**config.mk**
```make
export PLATFORM = sky130hd
export DESIGN_NAME = i2c_reg_access
export DESIGN_NICKNAME = d
export VERILOG_FILES = /design/src/rtl/i2c_reg_access.sv
export SDC_FILE = /design/constraint.sdc
export NUM_CORES = 1
export LEC_CHECK = 0
export CORE_MARGIN = 1
export CORE_UTILIZATION = 50
export CTS_CLUSTER_DIAMETER = 150
export DETAILED_ROUTE_END_ITERATION = 7
export DONT_BUFFER_PORTS = 1
export SYNTH_ARGS = -nofsm -noshare
export SYNTH_HDL_FRONTEND = slang
export SYNTH_SLANG_ARGS = --single-unit
```
**constraint.sdc**
```tcl
create_clock -name clk -period 4.9 [get_ports clk]
set_clock_uncertainty 0.1 [all_clocks]
set_input_delay 0.98 -clock clk [delete_from_list [all_inputs] [get_ports clk]]
set_output_delay 0.98 -clock clk [all_outputs]
set_load 0.01 [all_outputs]
```
**src/rtl/i2c_reg_access.sv**
```systemverilog
`default_nettype none
// ============================================================================
//  Module      : i2c_reg_access
//  Description : Register-access sequencer in front of i2c_master. Turns one
//                register read/write command into complete I2C transactions
//                and reports completion, read data and NACK/timeout status.
//  Revision    : 1.0 - initial release
// ============================================================================
module i2c_reg_access #(
    parameter int unsigned GAP_CYC     = 64,
    parameter int unsigned TIMEOUT_CYC = 2097151
) (
    input  logic        clk,
    input  logic        rst,
    input  logic        cmd_valid,
    output logic        cmd_ready,
    input  logic        cmd_read,
    input  logic        cmd_two_byte,
    input  logic [6:0]  cmd_dev_addr,
    input  logic [7:0]  cmd_reg_addr,
    input  logic [15:0] cmd_wdata,
    output logic        rsp_valid,
    output logic        rsp_nack,
    output logic        rsp_timeout,
    output logic [15:0] rsp_rdata,
    output logic        m_start,
    output logic        m_read_nwrite,
    output logic [6:0]  m_addr,
    output logic [1:0]  m_byte_size,
    output logic [7:0]  m_data_i,
    output logic        m_data_valid,
    input  logic        m_busy,
    input  logic        m_new_data,
    input  logic [7:0]  m_data_o,
    input  logic        m_scl
);

    localparam logic [20:0] c_TIMEOUT  = 21'(TIMEOUT_CYC);
    localparam logic [20:0] c_GAP_LAST = 21'(GAP_CYC - 1);

    typedef enum logic [2:0] {
        S_IDLE   = 3'd0,
        S_LAUNCH = 3'd1,
        S_XFER   = 3'd2,
        S_GAP    = 3'd3,
        S_RESP   = 3'd4
    } state_t;

    state_t      r_state;
    logic [1:0]  r_busy_sync, r_nd_sync, r_scl_sync;
    logic        r_busy_d, r_nd_d, r_scl_d;
    logic        r_read, r_two, r_phase2;
    logic [7:0]  r_reg;
    logic [15:0] r_wdata;
    logic [20:0] r_cnt;
    logic [3:0]  r_bit_cnt, r_frames;
    logic        r_start_seen;

    logic        w_busy_s, w_busy_fall, w_nd_fall, w_scl_fall;
    logic [3:0]  w_list_len, w_expect;
    logic [7:0]  w_list_byte;
    logic        w_list_has, w_to_hit, w_track;
    logic [20:0] w_cnt_next;

    // Synchronisers keep tracking the master through rst, which does not stop the bus
    always_ff @(posedge clk) begin
        r_busy_sync <= {r_busy_sync[0], m_busy};
        r_nd_sync   <= {r_nd_sync[0], m_new_data};
        r_scl_sync  <= {r_scl_sync[0], m_scl};
        r_busy_d    <= r_busy_sync[1];
        r_nd_d      <= r_nd_sync[1];
        r_scl_d     <= r_scl_sync[1];
    end

    assign w_busy_s    = r_busy_sync[1];
    assign w_busy_fall = r_busy_d & ~w_busy_s;
    assign w_nd_fall   = r_nd_d & ~r_nd_sync[1];
    assign w_scl_fall  = r_scl_d & ~r_scl_sync[1];
    assign cmd_ready   = (r_state == S_IDLE) & ~w_busy_s;
    assign w_cnt_next  = r_cnt + 21'd1;
    assign w_to_hit    = (w_cnt_next == c_TIMEOUT);
    assign w_track     = (r_state == S_LAUNCH) || (r_state == S_XFER);

    // Byte list of the current transaction: [reg, (wdata[15:8]), wdata[7:0]] for writes,
    // [reg] for the pointer phase of a read, nothing for the read phase.
    always_comb begin
        w_list_len  = 4'd0;
        w_list_byte = 8'h00;
        if (!r_phase2) begin
            if (r_read) w_list_len = 4'd1;
            else        w_list_len = r_two ? 4'd3 : 4'd2;
        end
        case (r_frames)
            4'd0:    w_list_byte = r_reg;
            4'd1:    w_list_byte = r_two ? r_wdata[15:8] : r_wdata[7:0];
            4'd2:    w_list_byte = r_wdata[7:0];
            default: w_list_byte = 8'h00;
        endcase
    end

    assign w_list_has = (r_frames < w_list_len);
    assign w_expect   = r_phase2 ? (4'd2 + {3'b000, r_two}) : (w_list_len + 4'd1);

    always_ff @(posedge clk) begin
        if (rst) begin
            r_state       <= S_IDLE;
            r_read        <= 1'b0;
            r_two         <= 1'b0;
            r_phase2      <= 1'b0;
            r_reg         <= 8'h00;
            r_wdata       <= 16'h0000;
            r_cnt         <= 21'd0;
            r_bit_cnt     <= 4'd0;
            r_frames      <= 4'd0;
            r_start_seen  <= 1'b0;
            rsp_valid     <= 1'b0;
            rsp_nack      <= 1'b0;
            rsp_timeout   <= 1'b0;
            rsp_rdata     <= 16'h0000;
            m_start       <= 1'b0;
            m_read_nwrite <= 1'b0;
            m_addr        <= 7'h00;
            m_byte_size   <= 2'd0;
            m_data_i      <= 8'h00;
            m_data_valid  <= 1'b0;
        end else begin
            rsp_valid <= 1'b0;

            // The first SCL fall is the start condition; then 9 falls per frame
            if (w_track && w_scl_fall) begin
                if (!r_start_seen) begin
                    r_start_seen <= 1'b1;
                end else if (r_bit_cnt == 4'd8) begin
                    r_bit_cnt <= 4'd0;
                    if (r_frames != 4'hF) r_frames <= r_frames + 4'd1;
                end else begin
                    r_bit_cnt <= r_bit_cnt + 4'd1;
                    if (r_bit_cnt == 4'd3) begin
                        m_data_i     <= w_list_has ? w_list_byte : 8'h00;
                        m_data_valid <= w_list_has;
                    end
                end
            end

            if (r_state == S_XFER && w_nd_fall)
                rsp_rdata <= {rsp_rdata[7:0], m_data_o};

            case (r_state)
                S_IDLE: begin
                    if (cmd_valid && cmd_ready) begin
                        r_read        <= cmd_read;
                        r_two         <= cmd_two_byte;
                        r_reg         <= cmd_reg_addr;
                        r_wdata       <= cmd_wdata;
                        r_phase2      <= 1'b0;
                        m_addr        <= cmd_dev_addr;
                        m_read_nwrite <= 1'b0;
                        m_byte_size   <= cmd_read ? 2'd0 : (cmd_two_byte ? 2'd2 : 2'd1);
                        rsp_nack      <= 1'b0;
                        rsp_timeout   <= 1'b0;
                        rsp_rdata     <= 16'h0000;
                        m_start       <= 1'b1;
                        m_data_i      <= 8'h00;
                        m_data_valid  <= 1'b0;
                        r_cnt         <= 21'd0;
                        r_bit_cnt     <= 4'd0;
                        r_frames      <= 4'd0;
                        r_start_seen  <= 1'b0;
                        r_state       <= S_LAUNCH;
                    end
                end
                S_LAUNCH: begin
                    r_cnt <= w_cnt_next;
                    if (w_to_hit) begin
                        m_start     <= 1'b0;
                        rsp_timeout <= 1'b1;
                        rsp_valid   <= 1'b1;
                        r_state     <= S_RESP;
                    end else if (w_busy_s) begin
                        m_start <= 1'b0;
                        r_state <= S_XFER;
                    end
                end
                S_XFER: begin
                    r_cnt <= w_cnt_next;
                    // A busy fall in the same cycle as expiry reports the bus result
                    if (w_busy_fall) begin
                        m_data_valid <= 1'b0;
                        if (r_frames < w_expect) begin
                            rsp_nack  <= 1'b1;
                            rsp_valid <= 1'b1;
                            r_state   <= S_RESP;
                        end else if (r_read && !r_phase2) begin
                            r_cnt   <= 21'd0;
                            r_state <= S_GAP;
                        end else begin
                            rsp_valid <= 1'b1;
                            r_state   <= S_RESP;
                        end
                    end else if (w_to_hit) begin
                        m_data_valid <= 1'b0;
                        rsp_timeout  <= 1'b1;
                        rsp_valid    <= 1'b1;
                        r_state      <= S_RESP;
                    end
                end
                S_GAP: begin
                    if (r_cnt == c_GAP_LAST) begin
                        r_phase2      <= 1'b1;
                        m_read_nwrite <= 1'b1;
                        m_byte_size   <= {1'b0, r_two};
                        m_start       <= 1'b1;
                        m_data_i      <= 8'h00;
                        m_data_valid  <= 1'b0;
                        r_cnt         <= 21'd0;
                        r_bit_cnt     <= 4'd0;
                        r_frames      <= 4'd0;
                        r_start_seen  <= 1'b0;
                        r_state       <= S_LAUNCH;
                    end else begin
                        r_cnt <= w_cnt_next;
                    end
                end
                S_RESP: begin
                    r_state <= S_IDLE;
                end
                default: begin
                    r_state <= S_IDLE;
                end
            endcase
        end
    end

endmodule
`default_nettype wire
```
==> results.cfg, run 1 <==
[outcome]
outcome = complete, no violations

[global_route]
grt_pass1_wl_um = 18350
grtUsageMet2_pct = 35.55
overflow = 0
busiest_layer = met2
grt_max_degree = 69
grt_pass1_vias = 3802
antenna_found_initial = 0
gr-usage-met3_pct = 7.729
grt.total_usage_pct = 22.87
met1_usage_pct = 29.52

[sta]
min_period_over_period_pct = 69.90
setup_tns_ps = 0
finalMaxSlewViolations = 0
period_minus_slack_ps = 3425
hold_viol_final = 0
rsz0062_at_grt = false
worst_pin_slew_ps = 1072
slew_headroom_pct = 27.96
setup_violations = 0
max_freq_ghz = 0.2920

[clock_tree]
htreeDepth = 3
ctsResizeCount = 0
clk_latency_ps = 380
cts_buffers = 9
cts.clk_slew.worst_paths_ps = 100
cts_tree = built
cts.path.max_buffers = 2
cts_hold_buffers = 0
cts.sinks = 107
root_buffer = clkbuf_8
post-cts-setup-buffers = 0

[layout]
post_layout_nonfiller_instances = 743
area_delta_synth_final_pct = 4.900
largest_register = r_cnt
n_antenna_cell = 0
nets = 668
final_layout_size_suffix_gt1_share_pct = 5.537
final_cell_mix = 134 x nand2_1, 107 x dfxtp_1, 87 x a21oi_1
largest_reg_flops = 21
final_common_cell = nand2_1
largest_registers = r_cnt: 21 flops, r_wdata: 16 flops, rsp_rdata: 16 flops

[detailed_routing]
vias = 4319
wirelength_um = 11460
drc = 0
final_antenna_net_count = 0
post_drt_wl_per_cell_um = 15.43
dr.first_iter.drc_count = 244
drtPass1Iterations = 5
via_per_inst = 5.813

[yosys]
async_flop_share_pct = 0
netlist_area_um2 = 4954
ys_seq_area_share_pct = 43.24
synthFlopType = dfxtp_1
synth-compound-area-share_pct = 18.21
syn-instance-count = 634
synth_simple_gate_area_share_pct = 29.28
muxShareOfSynthArea_pct = 0.6062
ys_ff_latch = 107
syn_nets = 693
synth_xor_area_share_pct = 1.414
synth_fa_ha_area_share_pct = 3.031
synth_edf_count = 0
syn-mean-instance-area_um2 = 7.813
synth_top_family_by_area = simple AND/OR/NAND/NOR gates
yosysWarnings = 0
synth_cell_types = 58

[worst_hold_path]
hold_class = reg -> reg
min-delay-start = r_scl_sync[0]
holdPathStages = 0
hold_path_end = r_scl_sync[1]

[place]
post-place-cells = 726
gp_congestion = 0.8777
io_buffers = 0
post-dp-hpwl_um = 7827

[worst_setup_path]
crit_path_end_kind = register
required_ps = 5090
path_buf_inv = 3
critPathTopFamily = simple AND/OR/NAND/NOR gates
worstPathMaxFanout = 22
r2r_setup_slack_ps = 1480
cp-start-kind = register
worstSetupPathType = reg -> reg
crit_arrival_ps = 3620
r2r_cells = 14
cp.depth = 14
crit_chain = or2_2, inv_1, ha_1, nor2_1, ha_1, nand2_1, a31oi_1, nor2_1, a211oi_2, buf_4, nor2_1, buf_4, a41oi_1, a311oi_1
crit_path_top_delay_cell = nor2_1
critPathMaxStageDelay_ps = 460
path_common_cell = nor2_1
r2r_start = r_phase2
rr_endpoint = r_cnt[15]

[die]
io_pins = 87
start_util_pct = 52.61
die_w_um = 101.5
die_h_um = 101.5
core_um2 = 9415
die-area_um2 = 10310
num_rows = 35

[flow_run]
drv_cap = 0

[power_and_ir_drop]
p_per_area_nw_per_um2 = 328.5
power_leakage_uw = 0.001718
peakVddDrop_uv = 173.0
-- cells in the mapped netlist, types with 4 or more instances --
library cell | n | area (µm²)
nor2b_1 | 7 | 43.79
buf_2 | 6 | 30.03
nand2_1 | 134 | 503.0
a222oi_1 | 8 | 80.08
nand4_1 | 5 | 31.28
nand4b_1 | 4 | 35.03
nand3b_1 | 6 | 45.04
a31oi_1 | 4 | 25.02
clkbuf_1 | 30 | 112.6
o21ai_0 | 22 | 110.1
nor3_1 | 15 | 75.07
nor4_1 | 10 | 62.56
inv_1 | 13 | 48.80
nand2b_1 | 7 | 43.79
a22oi_1 | 7 | 52.55
dfxtp_1 | 107 | 2142
or3_1 | 12 | 75.07
xnor2_1 | 7 | 61.31
nand3_1 | 11 | 55.05
or2_2 | 4 | 25.02
a21oi_1 | 87 | 435.4
nor2_1 | 62 | 232.7
ha_1 | 12 | 150.1
and3_1 | 4 | 25.02
-- worst register-to-register path, stage by stage (launching register included) --
cell and delay [ps]:
dfxtp_1 430, or2_2 350, inv_1 70, ha_1 230
nor2_1 90, ha_1 250, nand2_1 70, a31oi_1 150
nor2_1 190, a211oi_2 50, buf_4 230, nor2_1 460
buf_4 300, a41oi_1 130, a311oi_1 260
-- through the flow --
| step | hold WS (ps) | instance area [µm²] | utilization, % | worst slack (ps) | total power [µW] |
|---|---|---|---|---|---|
| floorplan | 209.6 | 4954 | - | 2194 | 1123 |
| global placement | 216.1 | 4990 | 53.00 | 1647 | 1165 |
| detailed placement | 219.6 | 4990 | 53.00 | 1506 | 1171 |
| CTS | 247.5 | 5191 | 55.14 | 1469 | 1724 |
| global route | 255.7 | 5196 | 55.19 | 1163 | 1802 |
| finish | 243.7 | 5196 | 55.19 | 1475 | 1707 |
-- cell type report --
class	count	area [µm²]
Clock buffer	11	141.4
Clock inverter	5	60.06
Fill cell	923	4219
Inverter	13	48.80
Multi-Input combinational cell	474	2615
Sequential cell	107	2142
Tap cell	129	161.4
Timing Repair Buffer	4	27.53
-- where the power goes --
part,switching [µW],internal [µW],leakage [µW]
clock,302,252,0.0000999
combinational,143,73.2,0.000749
sequential,34.5,902,0.000870
total,479,1230,0.00172
-- how the worst max path moves through the flow --
stage,endpoint,startpoint,slack [ps]
final,r_cnt[15],r_phase2,1480
after global routing,r_cnt[15],r_phase2,1160
after CTS,r_cnt[15],r_phase2,1470
after detailed placement,r_cnt[15],r_phase2,1510
after global placement,r_cnt[15],r_phase2,1650
after floorplan,r_cnt[1],r_phase2,2190
-- routing by layer --
metal / up-vias / share of wire [%]
met5: - / 0
met4: 0 / 1.9
met3: 20 / 7.8
met2: 145 / 46
met1: 1997 / 45
li1: 2157 / -
-- logic make-up after synthesis --
group | count (synthesis)
fa+ha+maj | 12
simple gates | 300
xor+xnor | 8
mux | 3
buf+inv | 53
flops | 107
compound gates | 151
Power figures use the tool's default switching activity.
==> run 2: changes to the inputs <==
--- a/config.mk
+++ b/config.mk
@@ -10,6 +10,7 @@
 export CTS_CLUSTER_DIAMETER = 150
 export DETAILED_ROUTE_END_ITERATION = 7
 export DONT_BUFFER_PORTS = 1
+export PLACE_DENSITY = 0.68
 export SYNTH_ARGS = -nofsm -noshare
 export SYNTH_HDL_FRONTEND = slang
 export SYNTH_SLANG_ARGS = --single-unit
==> constraint.sdc (replaced) <==
create_clock -name clk -period 2.8 [get_ports clk]
set_clock_uncertainty 0.1 [all_clocks]
set_input_delay 0.56 -clock clk [delete_from_list [all_inputs] [get_ports clk]]
set_output_delay 0.56 -clock clk [all_outputs]
set_load 0.01 [all_outputs]
==> results.cfg, run 2 (synthesized netlist as in run 1, its figures left out) <==
[layout]
largest_register = r_cnt
area_delta_synth_final_pct = 9.245
utilization_pct = 57.48
n_antenna_cell = 0
fillers = 883
largest_registers = r_cnt: 21 flops, r_wdata: 16 flops, rsp_rdata: 16 flops
final_common_cell = nand2_1
nets = 690
post_layout_nonfiller_instances = 765
final_layout_size_suffix_gt1_share_pct = 9.748
largest_reg_flops = 21
final_cell_mix = 134 x nand2_1, 105 x dfxtp_1, 87 x a21oi_1

[sta]
hold_viol_final = 0
slew_headroom_pct = 25.92
finalMaxSlewViolations = 0
max_freq_ghz = 0.3748
setup_violations = 0
worst_pin_slew_ps = 1097
period_minus_slack_ps = 2668
min_period_over_period_pct = 95.28

[global_route]
busiest_layer = met2
overflow = 0
antenna_found_initial = 0
met1_usage_pct = 29.34
grt.total_usage_pct = 23.23
grtUsageMet2_pct = 38.67
gr-usage-met3_pct = 5.521
grt_pass1_wl_um = 18980
grt_max_degree = 69
grt_pass1_vias = 4035

[outcome]
outcome = complete, no violations

[detailed_routing]
drtPass1Iterations = 5
via_per_inst = 5.797
wirelength_um = 11860
dr.first_iter.drc_count = 246
drc = 0
final_antenna_net_count = 0
post_drt_wl_per_cell_um = 15.51
vias = 4435

[worst_setup_path]
critPathTopFamily = compound AO/OA/AOI/OAI gates
path_buf_inv = 3
crit_path_end_kind = register
crit_chain = or2_2, inv_1, ha_1, nor2_1, ha_1, nand2_1, a31oi_2, nor2_1, a211oi_2, buf_4, clkbuf_4, a31o_2, a311oi_1
crit_path_top_delay_cell = dfxtp_2
critPathMaxStageDelay_ps = 350
worstPathMaxFanout = 10
crit_arrival_ps = 2860
required_ps = 2990
worstSetupPathType = reg -> reg
cp-start-kind = register

[clock_tree]
cts_tree = built
root_buffer = clkbuf_8
htreeDepth = 3
cts.path.max_buffers = 2
clk_latency_ps = 390
cts.sinks = 107
cts.clk_slew.worst_paths_ps = 100
cts_hold_buffers = 0
cts_buffers = 9

[flow_run]
drv_cap = 0

[power_and_ir_drop]
peakVddDrop_uv = 310.3
p_per_area_nw_per_um2 = 558.8
power_leakage_uw = 0.001842

[die]
num_rows = 35
die_h_um = 101.5
die_w_um = 101.5
core_um2 = 9415
io_pins = 87
start_util_pct = 52.61
die-area_um2 = 10310

[place]
io_buffers = 0
post-dp-hpwl_um = 8160
post-place-cells = 744
gp_congestion = 0.8415

[worst_hold_path]
hold_class = in -> reg
[run 2: cell types whose count changed in the layout (fill, tap and decap cells not counted), moves of 2 or more]
cell | previous run | this run
buf_4 | 3 | 21
buf_12 | 0 | 3
clkinv_4 | 1 | 4
dfxtp_1 | 107 | 105
dfxtp_2 | 0 | 2
inv_8 | 0 | 2
[run 2: worst paths after layout]
check               startpoint        endpoint  slack (ps)  cells past startpoint
setup / recovery        r_read       r_cnt[15]         130                     13
hold / removal          m_busy  r_busy_sync[0]         100                      0
setup reg to reg        r_read       r_cnt[15]         130                     13
hold reg to reg   r_nd_sync[0]    r_nd_sync[1]         240                      0
[run 2: final cells by class]
cell class,instances,area (µm²),area share [%]
sequential,107,2145,39.63
timing repair buffer,26,236.5,4.370
inverter,13,48.80,0.9017
tap,129,161.4,2.983
clock buffer,10,127.6,2.358
clock inverter,6,57.56,1.064
multi-input combinational,474,2635,48.69
[run 2: metrics by stage]
stage	instance area, µm²	worst slack [ps]	hold WS, ps	power (µW)	TNS, ps
after floorplan	4954	94.49	209.6	1966	0
after global routing	5411	-1.443	82.62	3164	-1.443
after detailed placement	5145	93.94	213.6	2090	0
after CTS	5330	85.44	82.37	3003	0
final	5411	132.1	99.96	3024	0
after global placement	5145	175.0	214.8	2075	0
[run 2: worst reg2reg max path, delay by kind of cell (launching register included)]
kind / cells / cell delay [ps]
AO/OA/AOI/OAI: 4 / 640
adder cells (fa/ha/maj): 2 / 470
buffers and inverters: 3 / 420
flip-flops: 1 / 350
AND/OR/NAND/NOR: 4 / 610
[run 2: per-layer routing]
metal | vias to the layer above | part of all wire (%)
met2 | 126 | 47
li1 | 2211 | -
met3 | 14 | 5.8
met4 | 0 | 1.4
met5 | - | 0
met1 | 2084 | 45
[run 2: where the power goes]
group / internal [µW] / switching [µW] / leakage, µW
logic: 194 / 280 / 0.000877
registers: 1580 / 57.2 / 0.000871
clock network: 343 / 571 / 0.0000945
[run 2: repair_timing]
item | CTS | global route
endpoints found under the setup margin | 0 | 21
gates resized for setup | 0 | 12
setup buffers | 0 | 4
